===== src/rtl/bit_extractor_seq_if.sv =====
// bit_extractor_seq_if: sample input and message output bundle for the LSB extractor.
interface bit_extractor_seq_if #(
  parameter int BPS = 24,
  parameter int MESSAGE_LENGTH = 88
);
  logic in_enable;
  logic [BPS-1:0] in_frame;
  logic in_valid;
  logic [MESSAGE_LENGTH-1:0] out_message;
  logic out_valid;
  logic [9:0] out_bit_count;
  logic out_busy;
  modport master (
    output in_enable, in_frame, in_valid,
    input out_message, out_valid, out_bit_count, out_busy
  );
  modport slave (
    input in_enable, in_frame, in_valid,
    output out_message, out_valid, out_bit_count, out_busy
  );
endinterface


===== src/rtl/bit_extractor_seq.sv =====
// bit_extractor_seq: rebuilds an MSB-first message from sample LSBs, one bit per in_valid rise.
// Define BIT_EXTRACTOR_SYNC_EN to hunt for SYNC_WORD before each word.
module bit_extractor_seq #(
  parameter int BPS = 24,
  parameter int MESSAGE_LENGTH = 88,
  parameter logic [7:0] SYNC_WORD = 8'hA5
) (
  input logic in_clk,
  input logic in_rst,
  bit_extractor_seq_if.slave bus
);
  localparam int ML = MESSAGE_LENGTH;
`ifdef BIT_EXTRACTOR_SYNC_EN
  typedef enum logic [1:0] {IDLE, SYNC, COLLECT} state_t;
  localparam state_t START = SYNC;
`else
  typedef enum logic [1:0] {IDLE, COLLECT} state_t;
  localparam state_t START = COLLECT;
`endif
  state_t state, state_nxt;
  logic valid_d;
  logic [ML-1:0] shift;
  logic [ML-1:0] message;
  logic [9:0] count;
  logic valid_q;
  logic strike;
  logic bit_in;
  logic last;
  logic done;
  assign strike = bus.in_valid & ~valid_d;
  assign bit_in = bus.in_frame[0];
  assign last = count == 10'(ML - 1);
  assign done = state == COLLECT && bus.in_enable && strike && last;
`ifdef BIT_EXTRACTOR_SYNC_EN
  logic [7:0] hist;
  logic sync_hit;
  logic unused;
  assign sync_hit = state == SYNC && strike && {hist[6:0], bit_in} == SYNC_WORD;
  assign unused = ^bus.in_frame[BPS-1:1];
`else
  logic unused;
  assign unused = ^{bus.in_frame[BPS-1:1], SYNC_WORD};
`endif
  // later assignments win: disable overrides everything
  always_comb begin
    state_nxt = state;
    if (state == IDLE || done) state_nxt = START;
`ifdef BIT_EXTRACTOR_SYNC_EN
    if (sync_hit) state_nxt = COLLECT;
`endif
    if (!bus.in_enable) state_nxt = IDLE;
  end
  always_ff @(posedge in_clk or posedge in_rst)
    if (in_rst) state <= IDLE;
    else state <= state_nxt;
  // valid_d resets high so a level already present at release is not a sample
  always_ff @(posedge in_clk or posedge in_rst) begin
    if (in_rst) begin
      valid_d <= 1'b1;
      shift <= '0;
      count <= '0;
      message <= '0;
      valid_q <= 1'b0;
    end else begin
      valid_d <= bus.in_valid;
      valid_q <= done;
      if (done) message <= {shift[ML-2:0], bit_in};
      if (!bus.in_enable || state != COLLECT) begin
        shift <= '0;
        count <= '0;
      end else if (strike) begin
        shift <= {shift[ML-2:0], bit_in};
        count <= last ? '0 : count + 10'd1;
      end
    end
  end
`ifdef BIT_EXTRACTOR_SYNC_EN
  always_ff @(posedge in_clk or posedge in_rst)
    if (in_rst) hist <= '0;
    else if (!bus.in_enable || state != SYNC) hist <= '0;
    else if (strike) hist <= {hist[6:0], bit_in};
`endif
  assign bus.out_message = message;
  assign bus.out_valid = valid_q;
  assign bus.out_bit_count = count;
  assign bus.out_busy = state != IDLE;
endmodule


===== src/flat_wrapper.sv =====
// flat-port wrapper written by rule: the top's interface ports become plain ports
module bit_extractor_seq_flat 
#(
  parameter int BPS = 24,
  parameter int MESSAGE_LENGTH = 88,
  parameter logic [7:0] SYNC_WORD = 8'hA5
)
  (in_clk, in_rst, bus_in_enable, bus_in_frame, bus_in_valid, bus_out_message, bus_out_valid, bus_out_bit_count, bus_out_busy);
  bit_extractor_seq_if #(.BPS(BPS), .MESSAGE_LENGTH(MESSAGE_LENGTH)) bus_i ();
  input logic in_clk;
  input logic in_rst;
  input wire logic [$bits(bus_i.in_enable)-1:0] bus_in_enable;
  input wire logic [$bits(bus_i.in_frame)-1:0] bus_in_frame;
  input wire logic [$bits(bus_i.in_valid)-1:0] bus_in_valid;
  output wire logic [$bits(bus_i.out_message)-1:0] bus_out_message;
  output wire logic [$bits(bus_i.out_valid)-1:0] bus_out_valid;
  output wire logic [$bits(bus_i.out_bit_count)-1:0] bus_out_bit_count;
  output wire logic [$bits(bus_i.out_busy)-1:0] bus_out_busy;
  assign bus_i.in_enable = bus_in_enable;
  assign bus_i.in_frame = bus_in_frame;
  assign bus_i.in_valid = bus_in_valid;
  assign bus_out_message = bus_i.out_message;
  assign bus_out_valid = bus_i.out_valid;
  assign bus_out_bit_count = bus_i.out_bit_count;
  assign bus_out_busy = bus_i.out_busy;
  bit_extractor_seq #(.BPS(BPS), .MESSAGE_LENGTH(MESSAGE_LENGTH), .SYNC_WORD(SYNC_WORD)) u_core (.in_clk(in_clk), .in_rst(in_rst), .bus(bus_i));
endmodule

===== config.mk =====
export PLATFORM = sky130hd
export DESIGN_NAME = bit_extractor_seq_flat
export DESIGN_NICKNAME = d
export VERILOG_FILES = /design/src/rtl/bit_extractor_seq_if.sv /design/src/rtl/bit_extractor_seq.sv /design/src/flat_wrapper.sv
export SDC_FILE = /design/constraint.sdc
export NUM_CORES = 1
export LEC_CHECK = 0
export ABC_AREA = 1
export CORE_ASPECT_RATIO = 0.7
export CORE_MARGIN = 3
export CORE_UTILIZATION = 52
export DETAILED_ROUTE_END_ITERATION = 8
export PLACE_DENSITY = 0.75
export SYNTH_ARGS = -nofsm -noshare
export SYNTH_HDL_FRONTEND = slang
export SYNTH_SLANG_ARGS = --single-unit

===== constraint.sdc =====
create_clock -name in_clk -period 7.9 [get_ports in_clk]
set_clock_uncertainty 0.2 [all_clocks]
set_input_delay 0.79 -clock in_clk [delete_from_list [all_inputs] [get_ports in_clk]]
set_output_delay 0.79 -clock in_clk [all_outputs]
set_load 0.01 [all_outputs]

==> results of run 1 <==
==> power by group through the flow <==
| stage | sequential [mW] | combinational, mW | clock, mW |
|---|---|---|---|
| floorplan | 0.983 | 0.0271 | 0 |
| global placement | 0.982 | 0.0374 | 0 |
| detailed placement | 0.982 | 0.0387 | 0 |
| CTS | 0.963 | 0.0387 | 0.882 |
| global route | 0.963 | 0.0429 | 0.927 |
| finish | 0.964 | 0.0372 | 0.865 |
==> critical path: stages <==
cell,delay (ps)
clkdlybuf4s50_1,500
inv_1,50
nor2_1,200
nand2_4,520
nor2_4,930
buf_4,570
nand2_1,140
nand2_1,90
==> final timing paths <==
check | slack [ps] | cells after the start | to | start
worst max-delay path | 4160 | 8 | u_core.bus.out_message[17]$_DFFE_PP0P_ | bus_in_valid
worst min-delay path | 260 | 2 | u_core.bus.out_message[8]$_DFFE_PP0P_ | u_core.shift[7]$_DFFE_PP0P_
worst max register to register | 4710 | 6 | u_core.bus.out_message[17]$_DFFE_PP0P_ | u_core.valid_d$_DFF_PP1_
worst min register to register | 260 | 2 | u_core.bus.out_message[8]$_DFFE_PP0P_ | u_core.shift[7]$_DFFE_PP0P_
max in group asynchronous | 5250 | 3 | u_core.bus.out_message[10]$_DFFE_PP0P_ | in_rst
min in group asynchronous | 740 | 2 | u_core.bus.out_message[35]$_DFFE_PP0P_ | in_rst
==> cells by family after synthesis <==
group,share of synthesized area
AO/OA/AOI/OAI,0.0817
XOR/XNOR,0.00369
adder cells (fa/ha/maj),0.00176
buffers and inverters,0.0764
flip-flops,0.660
AND/OR/NAND/NOR,0.176
==> area by class of cell <==
| type | count | area share |
|---|---|---|
| Timing Repair Buffer | 108 | 0.121 |
| Multi-Input combinational cell | 421 | 0.213 |
| Inverter | 100 | 0.0428 |
| Sequential cell | 188 | 0.530 |
| Tap cell | 185 | 0.0260 |
| Clock inverter | 14 | 0.0201 |
| Clock buffer | 18 | 0.0483 |
==> layer usage <==
layer | GRT usage | wire length [um] | vias up | share of wire
met4 | 0.0427 | 96 | 0 | 0.0065
met1 | 0.294 | 7090 | 2511 | 0.48
li1 | - | - | 2513 | -
met2 | 0.319 | 6710 | 124 | 0.46
met3 | 0.0544 | 811 | 13 | 0.055
met5 | 0 | 0 | - | 0
==> Yosys cell counts (all sizes together) (2+ instances only) <==
cell type,instances
buf,19
clkbuf,19
dfrtp,187
inv,100
nand2,301
nand3,6
nand4,2
nor2,13
o21ai,7
o22ai,85
xor2,2
==> flip-flops by register name (all words and copies together) (netlist names) <==
name	flops
u_core.bus.out_message	88
u_core.bus.out_valid	1
u_core.state	1
u_core.bus.out_bit_count	10
u_core.shift	87
u_core.valid_d	1
==> per-stage QoR <==
stage               cells  setup WS [ps]
finish               1034           4160
global route         1034           3950
CTS                  1034           4220
detailed placement   1002           3790
global placement     1002           3860
floorplan             747           1800
==> run summary, run 1 <==
Outcome = finished, final reports clean
Util after Layout = 0.670
Ys async rst share = 1.00
Combinational Power Share = 0.020
Primary FF master, synth = dfrtp_1
TritonCTS clock tree = built
Worst Max-Slew Pin Slew = 984 ps
Hold-fix buffer count after cts = 0
Leakage = 4.27 nW
Highest-count cells in the layout ignoring fill and taps = nand2_1 (300), dfrtp_1 (187), clkdlybuf4s50_1 (104)
Area of the multi-input gates = 0.00189 sq mm
Sink Count = 188
# Max-Cap Violations = 0
IO Pins = 128
Critical path type = input port to register
Die H = 104 um
Post-CTS resize count = 0
Yosys warns = 0
GRT Total Usage = 0.204
Type of origin of the critical path = input port
Vias in the first global route = 5166
Worst relative slew slack = 0.344
Post-Syn Instances = 747
Overflow after GRT = 0
Post-Route Setup TNS = 0 ps
Register Area = 0.00471 sq mm
Final hold vios = 0
Worst setup EP type = register
Pint = 1.45 mW
PortBufs = 104
# Post-CTS Setup Buffers = 0
Pins over their slew limit = 0
Layout cell share with drive strength beyond 1 = 0.0530
RSZ-0062 raised after global routing = false
RePlAce Congestion = 0.752
Via count = 5161
Avg Inst Size Synth = 9.54 sq um
Min cycle time layout = 3740 ps
Commonest non-fill, non-tap cell in the layout = nand2_1
Die footprint = 0.0152 sq mm
Crit path required time = 8060 ps
Clock Latency Late Sink = 420 ps
Die Wd = 146 um
Final setup viols = 0
Fin crit share = 0.473
WL/cell = 14.2 um
P per Cell Area = 210 mW/mm^2
Worst-path maximum fanout = 89
Hold crit path type = register to register
Core Area = 0.0133 sq mm
Post-synth cell types = 26
Largest net degree at the start of global routing = 113
Top cell type's share of synthesized area = 0.657
Routed Antenna Nets = 0
First-pass DRT Iterations = 4
DR vias/cell = 4.99
Clock tree buffer depth = 2
Synth area leaders = dfrtp_1 (66%), nand2_1 (16%), o22ai_1 (7.5%), inv_1 (5.2%), clkbuf_1 (1.0%)
Pwr Total = 1.87 mW
Starting Density = 0.537
Initial DRC Count = 326
Drt drc = 0
Hold_ws = 264 ps
Psw = 0.415 mW
Dpl hpwl = 9060 um
Root Buffer = clkbuf_16
CTS HTree Levels = 4
Clk pin slew, worst setup/hold paths = 70 ps
Cell Rows = 35
Placed inst area = 0.00828 sq mm
Synthesized area = 0.00713 sq mm
FILL cells = 1031
Clock power share = 0.463
Yosys top cell by area = dfrtp_1
Sw Share = 0.223
Sequential area share after synthesis = 0.660
Max Clk Rate = 268 MHz
ANT cells = 0
Register share of total power = 0.517
Fin area = 0.00889 sq mm
Initial antenna violation count = 0
First-pass GRT wire length = 25600 um
Worst VDD drop = 0.154 mV
Final #Nets = 865
Post-synth EDFFs = 0
Arrival @ worst endpoint = 3900 ps
Synthesized Nets = 776
Layout area overhead = 24.7%
Num CTS Buffers = 17
Routed WL = 14700 um
Synth Register Bits = 188
(Power assumes the default switching activity.)
==> run 2: changes to the inputs <==
--- a/config.mk
+++ b/config.mk
@@ -8,9 +8,9 @@
 export ABC_AREA = 1
 export CORE_ASPECT_RATIO = 0.7
 export CORE_MARGIN = 3
-export CORE_UTILIZATION = 52
+export CORE_UTILIZATION = 47
 export DETAILED_ROUTE_END_ITERATION = 8
-export PLACE_DENSITY = 0.75
+export PLACE_DENSITY = 0.71
 export SYNTH_ARGS = -nofsm -noshare
 export SYNTH_HDL_FRONTEND = slang
 export SYNTH_SLANG_ARGS = --single-unit
==> constraint.sdc (replaced) <==
create_clock -name in_clk -period 3.2 [get_ports in_clk]
set_clock_uncertainty 0.2 [all_clocks]
set_input_delay 0.32 -clock in_clk [delete_from_list [all_inputs] [get_ports in_clk]]
set_output_delay 0.32 -clock in_clk [all_outputs]
set_load 0.01 [all_outputs]
==> run 2 against run 1 <==
  * Combinational power rose to 2.7 times the previous value
  * Critical path depth down 3
  * Flip-flop and latch count unchanged
  * Core utilization fell by 4.5 points
  * Non-clock buffer count increased by 6
  * Clock power increased by 150%
  * Worst hold slack worse by 100 ps
  * Sequential power increased by 150%
  * Critical endpoint is now u_core.shift[48]$_DFFE_PP0P_
  * Largest cell class unchanged
  * Largest power group unchanged
  * Highest routed layer unchanged
==> run summary, run 2 (synthesis gave the netlist of run 1 again) <==
Sink Count = 188 (unchanged)
Root Buffer = clkbuf_16
CP Buf/Inv Count = 2 (-1)
Fin crit share = 0.709
P per Cell Area = 513 mW/mm^2 (+140%)
Fin area = 0.00898 sq mm (+1.0%)
Vias in the first global route = 5347 (+3.5%)
Crit path required time = 3320 ps (-4740 ps)
Leakage = 4.30 nW (+0.83%)
FILL cells = 1197 (+16%)
First-pass GRT wire length = 25900 um (+1.2%)
ANT cells = 0 (unchanged)
Num CTS Buffers = 17 (unchanged)
Overflow after GRT = 0 (unchanged)
Starting Density = 0.496 (-0.0411)
Layout cell share with drive strength beyond 1 = 0.0563 (+0.00327)
Layout area overhead = 26.0%
Worst setup EP type = register
# Post-CTS Setup Buffers = 0 (unchanged)
Placed inst area = 0.00837 sq mm (+1.1%)
Min cycle time layout = 2270 ps
Post-Route Setup TNS = 0 ps (unchanged)
Area of the multi-input gates = 0.00189 sq mm (unchanged)
Commonest non-fill, non-tap cell in the layout = nand2_1
Worst relative slew slack = 0.387 (+0.0436)
Highest-count cells in the layout ignoring fill and taps = nand2_1 (300), dfrtp_1 (187), clkdlybuf4s50_1 (104)
Worst VDD drop = 0.284 mV (+85%)
Worst-path maximum fanout = 22 (-75%)
Initial DRC Count = 345 (+5.8%)
RSZ-0062 raised after global routing = false
Die footprint = 0.0167 sq mm (+10%)
Arrival @ worst endpoint = 2390 ps (-1510 ps)
Pins over their slew limit = 0 (unchanged)
Die H = 109 um (+4.9%)
Final WS setup = 933 ps (-3230 ps)
Pre-CTS setup slack = 608 ps (-3180 ps)
IO Pins = 128 (unchanged)
Crit path max-delay family = buffers and inverters
PortBufs = 104 (unchanged)
WL/cell = 14.2 um (-0.18%)
DR vias/cell = 4.99 (about the same)
TritonCTS clock tree = built
Cell Rows = 36 (+2.9%)
Drt drc = 0 (unchanged)
Initial antenna violation count = 0 (unchanged)
Final hold vios = 0 (unchanged)
Max reg flops = 88 (unchanged)
Final #Nets = 871 (+0.69%)
Max stage delay on crit path = 560 ps (-370 ps)
CTS HTree Levels = 4 (unchanged)
Register Area = 0.00471 sq mm (unchanged)
GRT Total Usage = 0.191 (-0.0131)
Dpl hpwl = 9350 um (+3.2%)
Util after Layout = 0.625 (-0.0449)
Critical path type = register to register
Type of origin of the critical path = register
Cell mode on critical path = nor2_1
Critical-path cell list = nor2_1, nor2_1, inv_2, buf_4, o22ai_1
Hold_ws = 165 ps (-99.5 ps)
# Max-Cap Violations = 0 (unchanged)
Routed WL = 14800 um (+0.69%)
Critical path's slowest cell = nor2_1
Die Wd = 153 um (+5.0%)
Clock Latency Late Sink = 420 ps (about the same)
Via count = 5205 (+0.85%)
Core Area = 0.0144 sq mm (+8.3%)
Outcome = finished, final reports clean
Clk pin slew, worst setup/hold paths = 60 ps (about the same)
Hold crit path type = input port to register
Final setup viols = 0 (unchanged)
Worst Max-Slew Pin Slew = 919 ps (-65.3 ps)
Max Clk Rate = 441 MHz
RePlAce Congestion = 0.814 (+8.3%)
Routed Antenna Nets = 0 (unchanged)
First-pass DRT Iterations = 5 (+1)
Largest net degree at the start of global routing = 88 (-22%)
Clock tree buffer depth = 2 (unchanged)
run 2: final timing paths:
kind                                              start                                      to  slack [ps]  cells after the start
setup / recovery               u_core.valid_d$_DFF_PP1_            u_core.shift[48]$_DFFE_PP0P_         930                      5
hold / removal                             bus_in_valid                u_core.valid_d$_DFF_PP1_         160                      1
setup reg to reg               u_core.valid_d$_DFF_PP1_            u_core.shift[48]$_DFFE_PP0P_         930                      5
hold reg to reg            u_core.shift[84]$_DFFE_PP0P_  u_core.bus.out_message[85]$_DFFE_PP0P_         260                      2
max in group asynchronous                        in_rst            u_core.shift[22]$_DFFE_PP0P_        1580                      4
min in group asynchronous                        in_rst  u_core.bus.out_message[29]$_DFFE_PP0P_         540                      3
run 2: timing repair:
item | 4_1_cts | 5_1_grt
endpoints found under the hold margin | 4 | 0
hold buffers | 1 | 0
gates resized for setup | 0 | 0
run 2: area by class of cell:
class,instances,share of cell area
multi-input combinational,421,0.210
clock buffer,20,0.0509
sequential,188,0.524
tap,190,0.0265
inverter,100,0.0422
clock inverter,10,0.0156
timing repair buffer,114,0.130
run 2: power breakdown:
group	switching (mW)	internal, mW	leakage, nW
clock	0.859	1.26	0.284
combinational	0.0790	0.0232	1.40
sequential	0.00143	2.38	2.62
run 2: layer usage:
| layer | track usage | part of all wire | up-vias | wire length [um] |
|---|---|---|---|---|
| li1 | - | - | 2524 | - |
| met1 | 0.273 | 0.47 | 2522 | 6980 |
| met2 | 0.296 | 0.46 | 148 | 6740 |
| met3 | 0.0476 | 0.065 | 11 | 955 |
| met4 | 0.0547 | 0.0084 | 0 | 125 |
| met5 | 0 | 0 | - | 0 |
run 2: per-stage QoR:
step,total power [mW],cells
3_3_place_gp,2.53,1012
2_1_floorplan,2.49,747
3_5_place_dp,2.53,1012
5_1_grt,4.80,1043
6_report,4.60,1043
4_1_cts,4.66,1043
run 2: worst reg2reg max path, cell delays in order, from the launching register on:
cell and delay (ps):
dfstp_2 510, nor2_1 70, nor2_1 560, inv_2 350, buf_4 320, o22ai_1 170
==> run 3: changes to the inputs <==
==> constraint.sdc (replaced) <==
create_clock -name in_clk -period 2 [get_ports in_clk]
set_clock_uncertainty 0.2 [all_clocks]
set_input_delay 0.2 -clock in_clk [delete_from_list [all_inputs] [get_ports in_clk]]
set_output_delay 0.2 -clock in_clk [all_outputs]
set_load 0.01 [all_outputs]
==> run 3 against run 2 <==
  * Core utilization is 1.7 points higher
  * Die area did not move
  * Sequential power is 60% higher
  * Largest power group unchanged
  * Critical path depth up 4
  * Critical path type unchanged
  * Maximum frequency is 19% higher
  * Non-clock buffer count rose by 17
  * Design area rose by 2.8%
  * Worst setup slack worse by 840 ps
  * Sequential share of layout area is 1.4 points lower
  * First-iteration DRC count increased by 26%
  * Worst hold slack got worse by 100 ps
==> run summary, run 3 (synthesis gave the netlist of run 1 again) <==
Outcome = finished, final reports clean
Final hold vios = 0 (unchanged)
Largest net degree at the start of global routing = 69 (-22%)
Critical path's slowest cell = dfrtp_1
Pwr Total = 7.26 mW (+58%)
RePlAce Congestion = 0.826 (+1.4%)
Die H = 109 um (unchanged)
Min cycle time layout = 1900 ps (-364 ps)
Clock tree buffer depth = 2 (unchanged)
Core Area = 0.0144 sq mm (unchanged)
Arrival @ worst endpoint = 2060 ps (-330 ps)
ANT cells = 0 (unchanged)
DR vias/cell = 5.01 (+0.31%)
Crit path max-delay family = simple AND/OR/NAND/NOR gates
Cell mode on critical path = nand2_1
Final #Nets = 888 (+2.0%)
GRT Total Usage = 0.198 (+0.00685)
Worst setup EP type = register
Max reg flops = 88 (unchanged)
# Max-Cap Violations = 0 (unchanged)
First-pass GRT wire length = 26800 um (+3.4%)
Root Buffer = clkbuf_16
CTS HTree Levels = 4 (unchanged)
First-pass DRT Iterations = 4 (-1)
P per Cell Area = 787 mW/mm^2 (+53%)
Worst-path maximum fanout = 25 (+14%)
Pins over their slew limit = 0 (unchanged)
PortBufs = 104 (unchanged)
Sink Count = 188 (unchanged)
IO Pins = 128 (unchanged)
Layout cell share with drive strength beyond 1 = 0.0747 (+0.0184)
Worst VDD drop = 0.620 mV (+120%)
Critical-path cell list = ha_1, nand2_1, nor2_4, nand3_2, nor2_4, buf_12, buf_12, nand2_1, nand2_1
Num CTS Buffers = 17 (unchanged)
Die footprint = 0.0167 sq mm (unchanged)
Layout area overhead = 29.5%
Placed inst area = 0.00857 sq mm (+2.4%)
Commonest non-fill, non-tap cell in the layout = nand2_1
FILL cells = 1111 (-7.2%)
Fin crit share = 0.952 (+0.243)
Clk pin slew, worst setup/hold paths = 60 ps (about the same)
Routed Antenna Nets = 0 (unchanged)
Critical path type = register to register
Drt drc = 0 (unchanged)
Leakage = 4.43 nW (+2.9%)
Initial DRC Count = 435 (+26%)
Fin area = 0.00923 sq mm (+2.8%)
Clock Latency Late Sink = 420 ps (about the same)
Max stage delay on crit path = 380 ps (-180 ps)
Max Clk Rate = 525 MHz (+19%)
Via count = 5306 (+1.9%)
Vias in the first global route = 5277 (-1.3%)
Worst relative slew slack = 0.646 (+0.258)
TritonCTS clock tree = built
WL/cell = 15.0 um (+5.8%)
Hold crit path type = input port to register
Initial antenna violation count = 0 (unchanged)
Die Wd = 153 um (unchanged)
Final setup viols = 0 (unchanged)
Crit path required time = 2160 ps (-1160 ps)
Starting Density = 0.496 (unchanged)
Dpl hpwl = 10000 um (+7.2%)
Cell Rows = 36 (unchanged)
Highest-count cells in the layout ignoring fill and taps = nand2_1 (300), dfrtp_1 (187), clkdlybuf4s50_1 (104)
CP Buf/Inv Count = 2 (unchanged)
Routed WL = 15900 um (+7.5%)
Worst Max-Slew Pin Slew = 532 ps (-387 ps)
Overflow after GRT = 0 (unchanged)
Type of origin of the critical path = register
==> run 3: cell count changes in the layout (fill, tap and decap cells not counted), sizes merged <==
| cell | previous run | this run |
|---|---|---|
| clkinvlp | 4 | 3 |
| buf | 9 | 24 |
| clkinv | 3 | 6 |
| bufinv | 3 | 2 |
| clkbuf | 20 | 21 |
==> run 3: final cells by class <==
type / instances / area, sq um / share of cell area
clock buffer: 19 / 443 / 0.0480
multi-input combinational: 421 / 1890 / 0.205
inverter: 100 / 379 / 0.0411
timing repair buffer: 131 / 1440 / 0.157
tap: 190 / 238 / 0.0258
sequential: 188 / 4710 / 0.510
clock inverter: 11 / 121 / 0.0132
==> run 3: path summary, 6_finish.rpt <==
kind	startpoint	slack [ps]	cells past startpoint	endpoint
max reg2reg	u_core.bus.out_bit_count[1]$_DFFE_PP0P_	100	9	u_core.bus.out_message[31]$_DFFE_PP0P_
min	bus_in_valid	60	1	u_core.valid_d$_DFF_PP1_
min in group asynchronous	in_rst	430	3	u_core.shift[34]$_DFFE_PP0P_
max in group asynchronous	in_rst	510	4	u_core.valid_d$_DFF_PP1_
min reg2reg	u_core.shift[0]$_DFFE_PP0P_	270	2	u_core.bus.out_message[1]$_DFFE_PP0P_
max	u_core.bus.out_bit_count[1]$_DFFE_PP0P_	100	9	u_core.bus.out_message[31]$_DFFE_PP0P_
==> run 3: through the flow <==
stage | hold slack [ps] | TNS [ps] | setup slack [ps] | std cells | util
floorplan | 4.48 | -153490 | -820 | 747 | -
global placement | 249 | 0 | 20.9 | 1025 | 0.596
detailed placement | 251 | -773 | -67.9 | 1025 | 0.596
CTS | 40.3 | 0 | 23.4 | 1056 | 0.636
global route | 35.1 | -24.6 | -13.6 | 1060 | 0.642
finish | 60.1 | 0 | 96.4 | 1060 | 0.642
==> run 3: routing by layer <==
layer / share of wire / track usage / up-vias
li1: - / - / 2557
met5: 0 / 0 / -
met1: 0.48 / 0.281 / 2595
met2: 0.46 / 0.313 / 145
met3: 0.055 / 0.0512 / 9
met4: 0.0070 / 0.0458 / 0
==> run 3: repair_timing <==
action / in CTS / in global routing
endpoints found under the setup margin: 0 / 70
endpoints found under the hold margin: 6 / 0
hold buffers: 1 / 0
resized for setup: 0 / 1
buffers inserted: 0 / 2
==> run 3: power breakdown <==
| group | leakage (nW) | switching, mW | internal (mW) |
|---|---|---|---|
| Sequential | 2.62 | 0.00153 | 3.81 |
| Combinational | 1.53 | 0.134 | 0.0601 |
| Clock | 0.275 | 1.40 | 1.86 |
| Total | 4.43 | 1.54 | 5.72 |
